## src/rtl/apb2axi_drain_scheduler.sv

```systemverilog
// apb2axi_drain_scheduler
// Drains per-tag APB read completions one word at a time. A ready tag is picked
// round-robin, each host word request becomes one data_req to the response
// handler, every word has a timeout, and the tag is handed back to the
// allocator once its last word (or an error/timeout word) has been forwarded.
module apb2axi_drain_scheduler #(
    parameter int TAG_W   = 3,
    parameter int APB_W   = 32,
    parameter int WORDS_W = 12,
    parameter int TIMEOUT = 256
) (
    input  logic               pclk,
    input  logic               presetn,
    input  logic               cpl_vld,
    input  logic [TAG_W-1:0]   cpl_tag,
    input  logic [WORDS_W-1:0] cpl_words,
    input  logic               cpl_err,
    output logic               cpl_ready,
    input  logic               host_req,
    output logic               host_vld,
    output logic [APB_W-1:0]   host_data,
    output logic [TAG_W-1:0]   host_tag,
    output logic               host_last,
    output logic               host_err,
    output logic               data_req,
    output logic [TAG_W-1:0]   data_req_tag,
    output logic               data_ready,
    input  logic               data_valid,
    input  logic [APB_W-1:0]   data_out,
    input  logic               data_last,
    output logic               tag_free_vld,
    output logic [TAG_W-1:0]   tag_free_tag
);

    localparam int N_TAG = 2 ** TAG_W;
    localparam int TMR_W = $clog2(TIMEOUT);

    typedef enum logic [2:0] {
        IDLE,
        SEL,
        ISSUE,
        WAIT,
        RELEASE
    } state_t;

    state_t               state;
    state_t               state_nxt;
    logic [TAG_W-1:0]     cur_tag;
    logic [TAG_W-1:0]     rr_ptr;
    logic [TMR_W-1:0]     tmr;
    logic [N_TAG-1:0]     pending;
    logic [WORDS_W-1:0]   remain [N_TAG];
    logic [N_TAG-1:0]     err_tag;

    logic                 grant_vld;
    logic [TAG_W-1:0]     grant_tag;
    logic [TAG_W-1:0]     idx;
    logic [WORDS_W-1:0]   cur_remain;
    logic                 word_last;
    logic                 tmr_exp;

    assign cur_remain = remain[cur_tag];
    assign word_last  = (cur_remain == WORDS_W'(1)) || data_last;
    assign tmr_exp    = (tmr == TMR_W'(TIMEOUT - 1));

    // Round-robin search over pending tags, starting at rr_ptr
    always_comb begin
        grant_vld = 1'b0;
        grant_tag = '0;
        idx       = '0;
        for (int i = 0; i < N_TAG; i++) begin
            idx = rr_ptr + TAG_W'(i);
            if (!grant_vld && pending[idx]) begin
                grant_vld = 1'b1;
                grant_tag = idx;
            end
        end
    end

    // Next-state decode plus the handshake/strobe outputs that follow the state
    always_comb begin
        state_nxt    = state;
        cpl_ready    = presetn && !pending[cpl_tag];
        data_req     = 1'b0;
        data_req_tag = '0;
        data_ready   = 1'b0;
        tag_free_vld = 1'b0;
        tag_free_tag = '0;
        case (state)
            IDLE: begin
                if (grant_vld) state_nxt = SEL;
            end
            SEL: begin
                if (host_req) state_nxt = (cur_remain == '0) ? RELEASE : ISSUE;
            end
            ISSUE: begin
                data_req     = 1'b1;
                data_req_tag = cur_tag;
                state_nxt    = WAIT;
            end
            WAIT: begin
                data_ready = 1'b1;
                if (data_valid)   state_nxt = word_last ? RELEASE : SEL;
                else if (tmr_exp) state_nxt = RELEASE;
            end
            RELEASE: begin
                tag_free_vld = 1'b1;
                tag_free_tag = cur_tag;
                state_nxt    = IDLE;
            end
            default: state_nxt = IDLE;
        endcase
    end

    // State register, current tag, round-robin pointer and word timer
    always_ff @(posedge pclk or negedge presetn) begin
        if (!presetn) begin
            state   <= IDLE;
            cur_tag <= '0;
            rr_ptr  <= '0;
            tmr     <= '0;
        end else begin
            state <= state_nxt;
            if (state == IDLE && grant_vld) begin
                cur_tag <= grant_tag;
                rr_ptr  <= grant_tag + TAG_W'(1);
            end
            if (state == ISSUE) tmr <= '0;
            else if (state == WAIT && !data_valid && !tmr_exp) tmr <= tmr + TMR_W'(1);
        end
    end

    // Host word register: one-cycle pulse for data words, empty-tag and timeout words
    always_ff @(posedge pclk or negedge presetn) begin
        if (!presetn) begin
            host_vld  <= 1'b0;
            host_data <= '0;
            host_tag  <= '0;
            host_last <= 1'b0;
            host_err  <= 1'b0;
        end else begin
            host_vld  <= 1'b0;
            host_data <= '0;
            host_tag  <= '0;
            host_last <= 1'b0;
            host_err  <= 1'b0;
            if (state == SEL && host_req && cur_remain == '0) begin
                host_vld  <= 1'b1;
                host_tag  <= cur_tag;
                host_last <= 1'b1;
                host_err  <= err_tag[cur_tag];
            end else if (state == WAIT && data_valid) begin
                host_vld  <= 1'b1;
                host_data <= data_out;
                host_tag  <= cur_tag;
                host_last <= word_last;
                host_err  <= err_tag[cur_tag];
            end else if (state == WAIT && tmr_exp) begin
                host_vld  <= 1'b1;
                host_tag  <= cur_tag;
                host_last <= 1'b1;
                host_err  <= 1'b1;
            end
        end
    end

    // Per-tag completion table: accept, count down words, clear on release
    always_ff @(posedge pclk or negedge presetn) begin
        if (!presetn) begin
            pending <= '0;
            err_tag <= '0;
            for (int i = 0; i < N_TAG; i++) remain[i] <= '0;
        end else begin
            if (state == RELEASE) begin
                pending[cur_tag] <= 1'b0;
                remain[cur_tag]  <= '0;
                err_tag[cur_tag] <= 1'b0;
            end else if (state == WAIT && data_valid && cur_remain != '0) begin
                remain[cur_tag] <= cur_remain - WORDS_W'(1);
            end
            if (cpl_vld && cpl_ready) begin
                pending[cpl_tag] <= 1'b1;
                remain[cpl_tag]  <= cpl_words;
                err_tag[cpl_tag] <= cpl_err;
            end
        end
    end

endmodule
```

## config.mk

```make
export PLATFORM = sky130hd
export DESIGN_NAME = apb2axi_drain_scheduler
export DESIGN_NICKNAME = d
export VERILOG_FILES = /design/src/rtl/apb2axi_drain_scheduler.sv
export SDC_FILE = /design/constraint.sdc
export NUM_CORES = 1
export LEC_CHECK = 0
export BUFFER_PORTS_ARGS = -buffer_cell sky130_fd_sc_hd__buf_2
export CAP_MARGIN = 40
export CORE_MARGIN = 1
export CORE_UTILIZATION = 45
export DETAILED_ROUTE_END_ITERATION = 7
export HOLD_SLACK_MARGIN = 0.15
export PLACE_DENSITY = 0.66
export SLEW_MARGIN = 20
export SYNTH_ARGS = -nofsm -noshare
export SYNTH_HDL_FRONTEND = slang
export SYNTH_SLANG_ARGS = --single-unit
```

## constraint.sdc

```tcl
create_clock -name pclk -period 3.6 [get_ports pclk]
set_clock_uncertainty 0.05 [all_clocks]
set_input_delay 0.72 -clock pclk [delete_from_list [all_inputs] [get_ports pclk]]
set_output_delay 0.72 -clock pclk [all_outputs]
set_load 0.01 [all_outputs]
```

Word level (Yosys, flattened, before mapping)
Index checks and enable logic that the tools add are counted.
{ "word_totals": {"regBits": 167, "latchBits": 0, "ramBits": 0, "romBits": 0, "in_bits": 54, "output_inout_bits": 48, "elab_cells": 182, "n_memories": 0} }
{ "op_classes": {"add_sub_neg": 10, "multipliers": 0, "div_mod_pow": 0, "n_lt_le_gt_ge": 16, "eq_ne": 9, "shifts": 0, "mux": 83, "n_bitwise": 8, "n_reduce_logical": 37} }
{ "op_table": {"columns": ["op", "n"], "rows": [
  ["$mux 96", 3],
  ["$bwmux 96", 2],
  ["$and 96x96->96", 1],
  ["$not 96->96", 1],
  ["$demux 12 s3", 2],
  ["$mux 32", 2],
  ["$mux 3", 19],
  ["$mux 12", 4],
  ["$mux 8", 6],
  ["$lt 3x4->1 const B", 10],
  ["$bmux 12 s3", 1],
  ["$bmux 1 s3", 10],
  ["$mux 1", 30],
  ["$logic_and 1x1->1", 21],
  ["$and 8x8->8", 2],
  ["$add 3x3->3 const B", 4],
  ["$eq 12x1->1 const B", 1],
  ["$logic_not 12->1", 1],
  ["$pmux 3 s4", 1],
  ["$reduce_bool 12->1", 1],
  ["$sub 12x1->12 const B", 1],
  ["$logic_not 1->1", 10],
  ["$add 8x1->8 const B", 1],
  ["$bwmux 8", 1],
  ["other kinds (19)", 28]
]} }

Depth between registers and ports, before layout
Gate-level depths: netlist of run 1.
{ "logic_depth": {"depth_word": 26, "mapped_depth": 15, "mapped_depth_nobuf": 12} }

Worst setup path before layout of run 1
OpenSTA, ideal clock, no wires.
{ "synth_path": {"kind": "reg2reg", "start": "reg rr_ptr[0]", "end": "reg rr_ptr[2]", "setup_ns": 0.087, "arrival_ns": 3.706, "t_required_ns": 3.463, "slack_ns": -0.242, "stages_incl_launch_ff": 15, "path_buffers": 3, "synth_period_minus_slack_ns": 3.842, "cell_sequence": "dfrtp_1 -> buf_2 -> buf_4 -> inv_1 -> ha_1 -> clkbuf_1 -> mux4_2 -> mux2_2 -> a21o_1 -> a2111oi_0 -> o21ai_0 -> a22o_1 -> ha_1 -> or3_1 -> o211ai_1"} }
{ "synth_via": {"elab_chain_len": 25, "elab_cells_between_ends": 55, "cone_classes": "8 x add/sub; 32 x mux; 15 x reduce/logical"} }
{ "synth_lines": {"columns": ["element", "line_no", "text"], "rows": [
  ["start: declaration", "49", "logic [TAG_W-1:0] rr_ptr;"],
  ["start signal: assignment", "126", "rr_ptr <= grant_tag + TAG_W'(1);"],
  ["branches (longest 23 deep; another with $add 3x1->3)", null, null],
  ["$mux 3 (*)", "73", "if (!grant_vld && pending[idx]) begin"],
  ["net grant_tag[1]", "56", "logic [TAG_W-1:0] grant_tag;"],
  ["$add 3x1->3 (*)", "126", null]
]} }
Mark *: on every way through the listed nets, which the timed path passes. The select of a mux whose other input is x is not followed.
A chain may end at the register's enable or synchronous reset.

Worst setup path in the final report of run 1
{ "layout_path": {"start": "reg cur_tag[2]", "end": "reg remain[23] (netlist name)"} }
{ "layout_via": {"elab_chain_len": 10, "elab_cells_between_ends": 19, "cone_classes": "1 x add/sub; 2 x order compare; 10 x mux; 3 x bitwise; 3 x reduce/logical"} }
{ "layout_lines": {"columns": ["element", "line_no", "text"], "rows": [
  ["start: declaration", "48", "logic [TAG_W-1:0] cur_tag;"],
  ["start signal: assignment", "125", "cur_tag <= grant_tag;"],
  ["$not 3->4 (implied by the code) (*)", "62, 176, 179", null],
  ["$bmux 12 s3 (tied with other cells)", "62", "assign cur_remain = remain[cur_tag];"],
  ["$mux 12 (implied by the code) or $logic_and 1x1->1 (tied branches)", "62, 176, 179", null],
  ["$mux 12, on equally long branches", "62, 176, 179", null],
  ["$sub 12x1->12 (tied with other cells)", "179", "remain[cur_tag] <= cur_remain - WORDS_W'(1);"],
  ["$bwmux 96 (tied with other cells)", "179", null],
  ["$mux 96 or $and 96x96->96 (tied branches)", null, null],
  ["$mux 96 (*)", "174", "if (state == RELEASE) begin"],
  ["$bwmux 96", "183", "remain[cpl_tag] <= cpl_words;"],
  ["$mux 96 (*)", "181", "if (cpl_vld && cpl_ready) begin"],
  ["end signal: indexed assignment", "179", null],
  ["end signal: indexed assignment", "183", null],
  ["end: declaration", "52", "logic [WORDS_W-1:0] remain [N_TAG];"]
]} }
Mark *: on every way between the ends. The rest lies on a longest branch, timed or not. The select of a mux whose other input is x is not followed.

==> metrics.md, run 1 <==
| Metric | Value |
|---|---|
| Initial Utilization | `0.462` |
| Gate Count Post-Synth | `1028` |
| Startpoint Class | `flop` |
| Number of global-route vias before repair | `8369` |
| Htree depth | `4` |
| Rows | `53` |
| Antenna cells | `0` |
| Core area | `21200 um^2` |
| Nets | `1205` |
| Slowest Stage Delay on Critical Path | `0.68 ns` |
| Reg clk slew, reported paths | `0.08 ns` |
| DRT iter0 DRCs | `796` |
| First-pass GRT wire length | `48.0 mm` |
| FILL cells | `1922` |
| Power Dens Cells | `953 nW/um^2` |
| Hold Crit Class | `in2reg` |
| Flops & latches, synth | `167` |
| Total track usage | `0.289` |
| Routed wire length | `31.4 mm` |
| Synthesized Nets | `1089` |
| # IOs | `102` |
| Die H | `149 um` |
| CTS tree | `built` |
| # port buffers | `101` |
| Final HPWL DP | `21.8 mm` |
| Crit path buf inv count | `1` |
| Fin Hold WS | `0.418 ns` |
| Worst-path fanout max | `19` |
| Die width | `149 um` |
| Antenna violation net count after detailed routing | `0` |
| Via density | `6.16` |
| Achievable Freq | `0.292 GHz` |
| Initial antenna violation count | `1` |
| Worst-Skew Late Latency | `0.45 ns` |
| Worst Slack Setup Final | `0.170 ns` |
| Synth Flop Type | `dfrtp_1` |
| WP data arrival | `3.71 ns` |
| Most numerous cell in the Yosys netlist | `dfrtp_1` |
| Endpoints failing setup | `0` |
| Pre-CTS setup slack | `0.0909 ns` |
| Sequential fraction of the synthesis area | `0.428` |
| CTS Sinks | `167` |
| Synth async-reset ratio | `1.00` |
| Root Buffer | `clkbuf_16` |
| CP top delay family | `compound AO/OA/AOI/OAI gates` |
| Slowest CP cell | `dfrtp_2` |
| Maxcap violations | `0` |
| Top cell type's share of synthesized area | `0.428` |
| Max Root-Sink Buffers | `2` |
| Total die area | `22300 um^2` |
| Setup crit end kind | `flop` |
| Largest net degree at the start of global routing | `165` |
| Status | `finished clean` |
| EDFF count, synth | `0` |
| First-pass DRT Iterations | `6` |
| CTS Buf Count | `17` |
| Grt total ovfl | `0` |
| Critical Path RT | `3.88 ns` |
| Multi-input gate area | `5190 um^2` |
| Final RePlAce weighted congestion | `0.961` |
| Synth warn | `0` |
| Final Hold Fails | `0` |
| Sequential Area | `4180 um^2` |
| Top cells by area, synth | `dfrtp_1 43%, mux4_2 6.0%, nand2_1 5.8%` |
| Synth unique cells | `76` |
| Via count | `8820` |
| # DRC | `0` |
| Final Cycle Share | `0.953` |
| Lkg Pwr | `5.24 nW` |
| Syn avg cell area | `9.50 um^2` |
| WL per Instance | `21.9 um` |
| Worst-Margin Slew | `0.910 ns` |
| Layout cells sized above 1 | `0.256` |
| Type of the worst setup path | `reg2reg` |
| Fin crit period | `3.43 ns` |
| Most common library cells after synthesis | `167 x dfrtp_1, 150 x nand2_1, 97 x nor2_1` |
| Pins Over Slew Limit | `0` |
| Post-Syn Area | `9770 um^2` |
| Worst relative slew slack | `0.393` |
| Cell Chain, Critical Path | `buf_4, mux2_2, a221oi_1, o22ai_1, nor4_2, nand3_1, xnor2_2, nor3_1, a221o_1` |
| VDD IR-drop max | `519 uV` |
| Synth-to-layout area growth | `17.9%` |
| Area leader, netlist | `dfrtp_1` |
==> state kept, by name, summed over array words and instances, names as in the netlist <==
register   count
rr_ptr         3
host_last      1
pending        8
host_vld       1
remain        96
host_err       1
host_tag       3
tmr            8
state          3
err_tag        8
cur_tag        3
host_data     32
==> kinds of logic (layout without fill, tap and decap cells) <==
family / count (synthesis) / in the layout / share of synthesized area
compound gates: 233 / 233 / 0.168
xor+xnor: 12 / 12 / 0.0115
fa+ha+maj: 7 / 7 / 0.00897
buf+inv: 96 / 225 / 0.0429
flops: 167 / 167 / 0.428
mux: 87 / 87 / 0.129
simple gates: 426 / 426 / 0.211
==> final timing paths <==
kind	startpoint	to	slack (ns)	cells after the start
worst max-delay path	cur_tag[2]	remain[23]	0.17	9
worst min-delay path	data_out[6]	host_data[6]	0.42	2
worst max register to register	cur_tag[2]	remain[23]	0.17	9
worst min register to register	err_tag[3]	err_tag[3]	0.45	2
max in group asynchronous	presetn	cur_tag[0]	1.66	3
min in group asynchronous	presetn	pending[5]	0.67	2
==> power by group <==
group          internal [W]  switching, W
clock network       0.00102      0.000894
logic               0.00260       0.00328
registers           0.00258      0.000610
==> final cells by class <==
| type | count | area share |
|---|---|---|
| flip-flops and latches | 167 | 0.363 |
| clock inverters | 14 | 0.0148 |
| repair buffers | 177 | 0.0978 |
| inverters | 16 | 0.00522 |
| well taps | 275 | 0.0299 |
| clock buffers | 18 | 0.0381 |
| multi-input cells | 765 | 0.451 |
==> repair_timing <==
item / 4_1_cts / 5_1_grt
buffers inserted: 0 / 1
resized for setup: 0 / 5
endpoints found under the setup margin: 0 / 27
hold buffers: 1 / 0
endpoints found under the hold margin: 3 / 0
==> through the flow <==
| stage | setup TNS [ns] | instance area (um^2) | cells | utilization | power (W) |
|---|---|---|---|---|---|
| 2_1_floorplan | 0 | 9780 | 1028 | - | 0.00720 |
| 5_1_grt | -0.0209 | 11500 | 1432 | 0.544 | 0.0117 |
| 6_report | 0 | 11500 | 1432 | 0.544 | 0.0110 |
| 3_3_place_gp | 0 | 10900 | 1397 | 0.513 | 0.00884 |
| 4_1_cts | 0 | 11500 | 1431 | 0.543 | 0.0109 |
| 3_5_place_dp | 0 | 10900 | 1398 | 0.514 | 0.00893 |
==> cells in the final DEF (no fill, tap or decap), types with 6 or more instances in the layout <==
master and instances:
o21ai_0 48, o21ai_1 7, mux2i_1 26, o21a_1 7, a21oi_1 38, mux4_2 26, a2bb2oi_1 7, and3_1 7
buf_4 70, or3_1 6, nor2b_1 8, ha_1 6, buf_2 101, nor2_1 96, a211oi_1 7, and2_1 52
dfrtp_1 165, inv_1 15, nand2b_1 14, nand2_1 150, a32oi_1 7, clkbuf_16 17, a31oi_1 16, nor3_1 13
a221oi_1 13, a22oi_1 9, o211ai_1 18, nand3_1 44, mux2_2 32, xor2_1 7, a221o_1 19, nand4_1 6
==> layer usage <==
metal	wire length (um)	global-route usage
met1	13000	0.385
met5	12	0
met4	1220	0.120
met3	2580	0.0691
met2	14500	0.449
No activity file was read; power rests on OpenSTA's default activity.
==> inputs of run 2 (changes only) <==
--- a/config.mk
+++ b/config.mk
@@ -7,6 +7,7 @@
 export LEC_CHECK = 0
 export BUFFER_PORTS_ARGS = -buffer_cell sky130_fd_sc_hd__buf_2
 export CAP_MARGIN = 40
+export CORE_ASPECT_RATIO = 0.75
 export CORE_MARGIN = 1
 export CORE_UTILIZATION = 45
 export DETAILED_ROUTE_END_ITERATION = 7
==> run 2 against run 1 <==
Count of clock-buffer cells in the layout rose by 2. Register-to-register slack got worse by 0.03 ns. Core utilization rose by 0.37 points. Final area rose by 1.1%. Final cell count rose by 1.1%. Combinational power rose by 3%. Non-clock buffer count rose by 4. Sequential power rose by 1%. Fmax fell by 1.0%. Total power rose by 3.9%. First-iteration DRC count rose by 18%.
==> metrics.md, run 2 (synthesized netlist as in run 1, its figures left out) <==
| Metric | Value |
|---|---|
| Status | `finished clean` |
| Setup crit end kind | `flop` |
| First-pass DRT Iterations | `5` |
| Number of global-route vias before repair | `8136` |
| Nets | `1209` |
| Via density | `6.05` |
| Slowest CP cell | `dfrtp_4` |
| Cell Chain, Critical Path | `buf_4, mux4_2, mux2i_4, nand3_2, nor3_2, nand3_2, buf_4, nand3b_1, nor3_1, a221o_1` |
| Fin crit period | `3.46 ns` |
| Reg clk slew, reported paths | `0.07 ns` |
| Final HPWL DP | `21.7 mm` |
| Commonest non-fill, non-tap cell in the layout | `dfrtp_1` |
| GR peak layer | `met2` |
| Final RePlAce weighted congestion | `1.03` |
| Design area | `11600 um^2` |
| Number of flip-flops in the largest register | `96` |
| Type of the worst setup path | `reg2reg` |
| M1 GR Usage | `0.407` |
| Achievable Freq | `0.289 GHz` |
| Worst relative slew slack | `0.259` |
| Final Hold Fails | `0` |
| Die H | `130 um` |
| Total track usage | `0.290` |
| CTS tree | `built` |
| Lkg Pwr | `5.27 nW` |
| Die width | `172 um` |
| Total die area | `22300 um^2` |
| Register-to-register setup slack | `0.14 ns` |
| Pins Over Slew Limit | `0` |
| CTS Buf Count | `17` |
| Register with the most flip-flops | `remain` |
| Hold Crit Class | `in2reg` |
| Worst-Margin Slew | `1.11 ns` |
| Dpl cell area | `10900 um^2` |
| Critical Path RT | `3.87 ns` |
| Most frequent cells in the layout | `165 x dfrtp_1, 149 x nand2_1, 100 x buf_2` |
| # port buffers | `101` |
| Max Root-Sink Buffers | `2` |
| Grt total ovfl | `0` |
| Routed wire length | `30.8 mm` |
| Rows | `46` |
| Htree depth | `4` |
| CTS Sinks | `167` |
| RSZ-0062 raised after global routing | `no` |
| Power Dens Cells | `979 nW/um^2` |
| Antenna violation net count after detailed routing | `0` |
| Initial antenna violation count | `0` |
| First-pass GRT wire length | `47.6 mm` |
| Startpoint Class | `flop` |
| GR Util met3 | `0.0822` |
| Top Registers | `remain (96), host_data (32)` |
| VDD IR-drop max | `494 uV` |
| WL per Instance | `21.2 um` |
| Slowest Stage Delay on Critical Path | `0.61 ns` |
| Fin util | `0.548` |
| Final Cycle Share | `0.962` |
| # DRC | `0` |
| Initial Utilization | `0.460` |
| GR Util met2 | `0.418` |
| Synth-to-layout area growth | `19.2%` |
| Setup TNS | `0 ns` |
| Root Buffer | `clkbuf_16` |
| Maxcap violations | `0` |
| Antenna cells | `0` |
| Worst-path fanout max | `18` |
| Layout cells sized above 1 | `0.259` |
| WP data arrival | `3.73 ns` |
| Power Total | `0.0114 W` |
| Largest net degree at the start of global routing | `164` |
| DRT iter0 DRCs | `936` |
| Endpoints failing setup | `0` |
| # IOs | `102` |
| Worst-Skew Late Latency | `0.44 ns` |
| Core area | `21200 um^2` |
| Via count | `8755` |
[run 2: cell types whose count changed in the layout (fill, tap and decap cells not counted), sizes merged]
cell and change:
clkbuf +1, buf +5, clkinv -2, bufinv +5, inv -8, clkinvlp +2
[run 2: critical path, delay by kind of cell, from the launching register on]
| kind | cells | cell delay [ns] |
|---|---|---|
| compound gates | 1 | 0.29 |
| simple gates | 5 | 1.19 |
| mux | 2 | 0.76 |
| flops | 1 | 0.61 |
| buf+inv | 2 | 0.44 |
[run 2: final timing paths]
path | cells past startpoint | end | start
max reg2reg | 10 | remain[95] | cur_tag[0]
max in group asynchronous | 3 | remain[94] | presetn
min | 2 | host_data[12] | data_out[12]
min in group asynchronous | 2 | pending[1] | presetn
min reg2reg | 2 | err_tag[5] | err_tag[5]
max | 10 | remain[95] | cur_tag[0]
[run 2: power by group]
part	internal [W]	switching, W	total, W
registers	0.00259	0.000642	0.00323
logic	0.00273	0.00332	0.00605
clock network	0.00134	0.000786	0.00212
total	0.00665	0.00475	0.0114
[run 2: metrics by stage]
step,instances,hold slack (ns),setup slack [ns]
after floorplan,1028,0.374,0.0108
after global placement,1414,0.430,0.110
after detailed placement,1414,0.439,0.128
after CTS,1446,0.418,0.0780
after global routing,1448,0.422,0.000383
final,1448,0.430,0.135
[run 2: final cells by class]
type                    instances  area [um^2]
inverters                      16         60.1
fillers                      1855         9600
repair buffers                181         1160
clock buffers                  20          457
multi-input cells             765         5190
clock inverters                11          220
well taps                     288          360
flip-flops and latches        167         4190
[run 2: routing by layer]
| metal | up-vias | routed length, um | part of all wire |
|---|---|---|---|
| met2 | 481 | 13100 | 0.43 |
| met5 | - | 0 | 0 |
| met3 | 71 | 3370 | 0.11 |
| met1 | 4249 | 13200 | 0.43 |
| li1 | 3954 | - | - |
| met4 | 0 | 1030 | 0.033 |
[run 2: what timing repair did]
action,in CTS,in global routing
resized for setup,0,7
buffers inserted,0,2
hold endpoints to repair,4,0
hold buffers,1,0
endpoints found under the setup margin,0,43
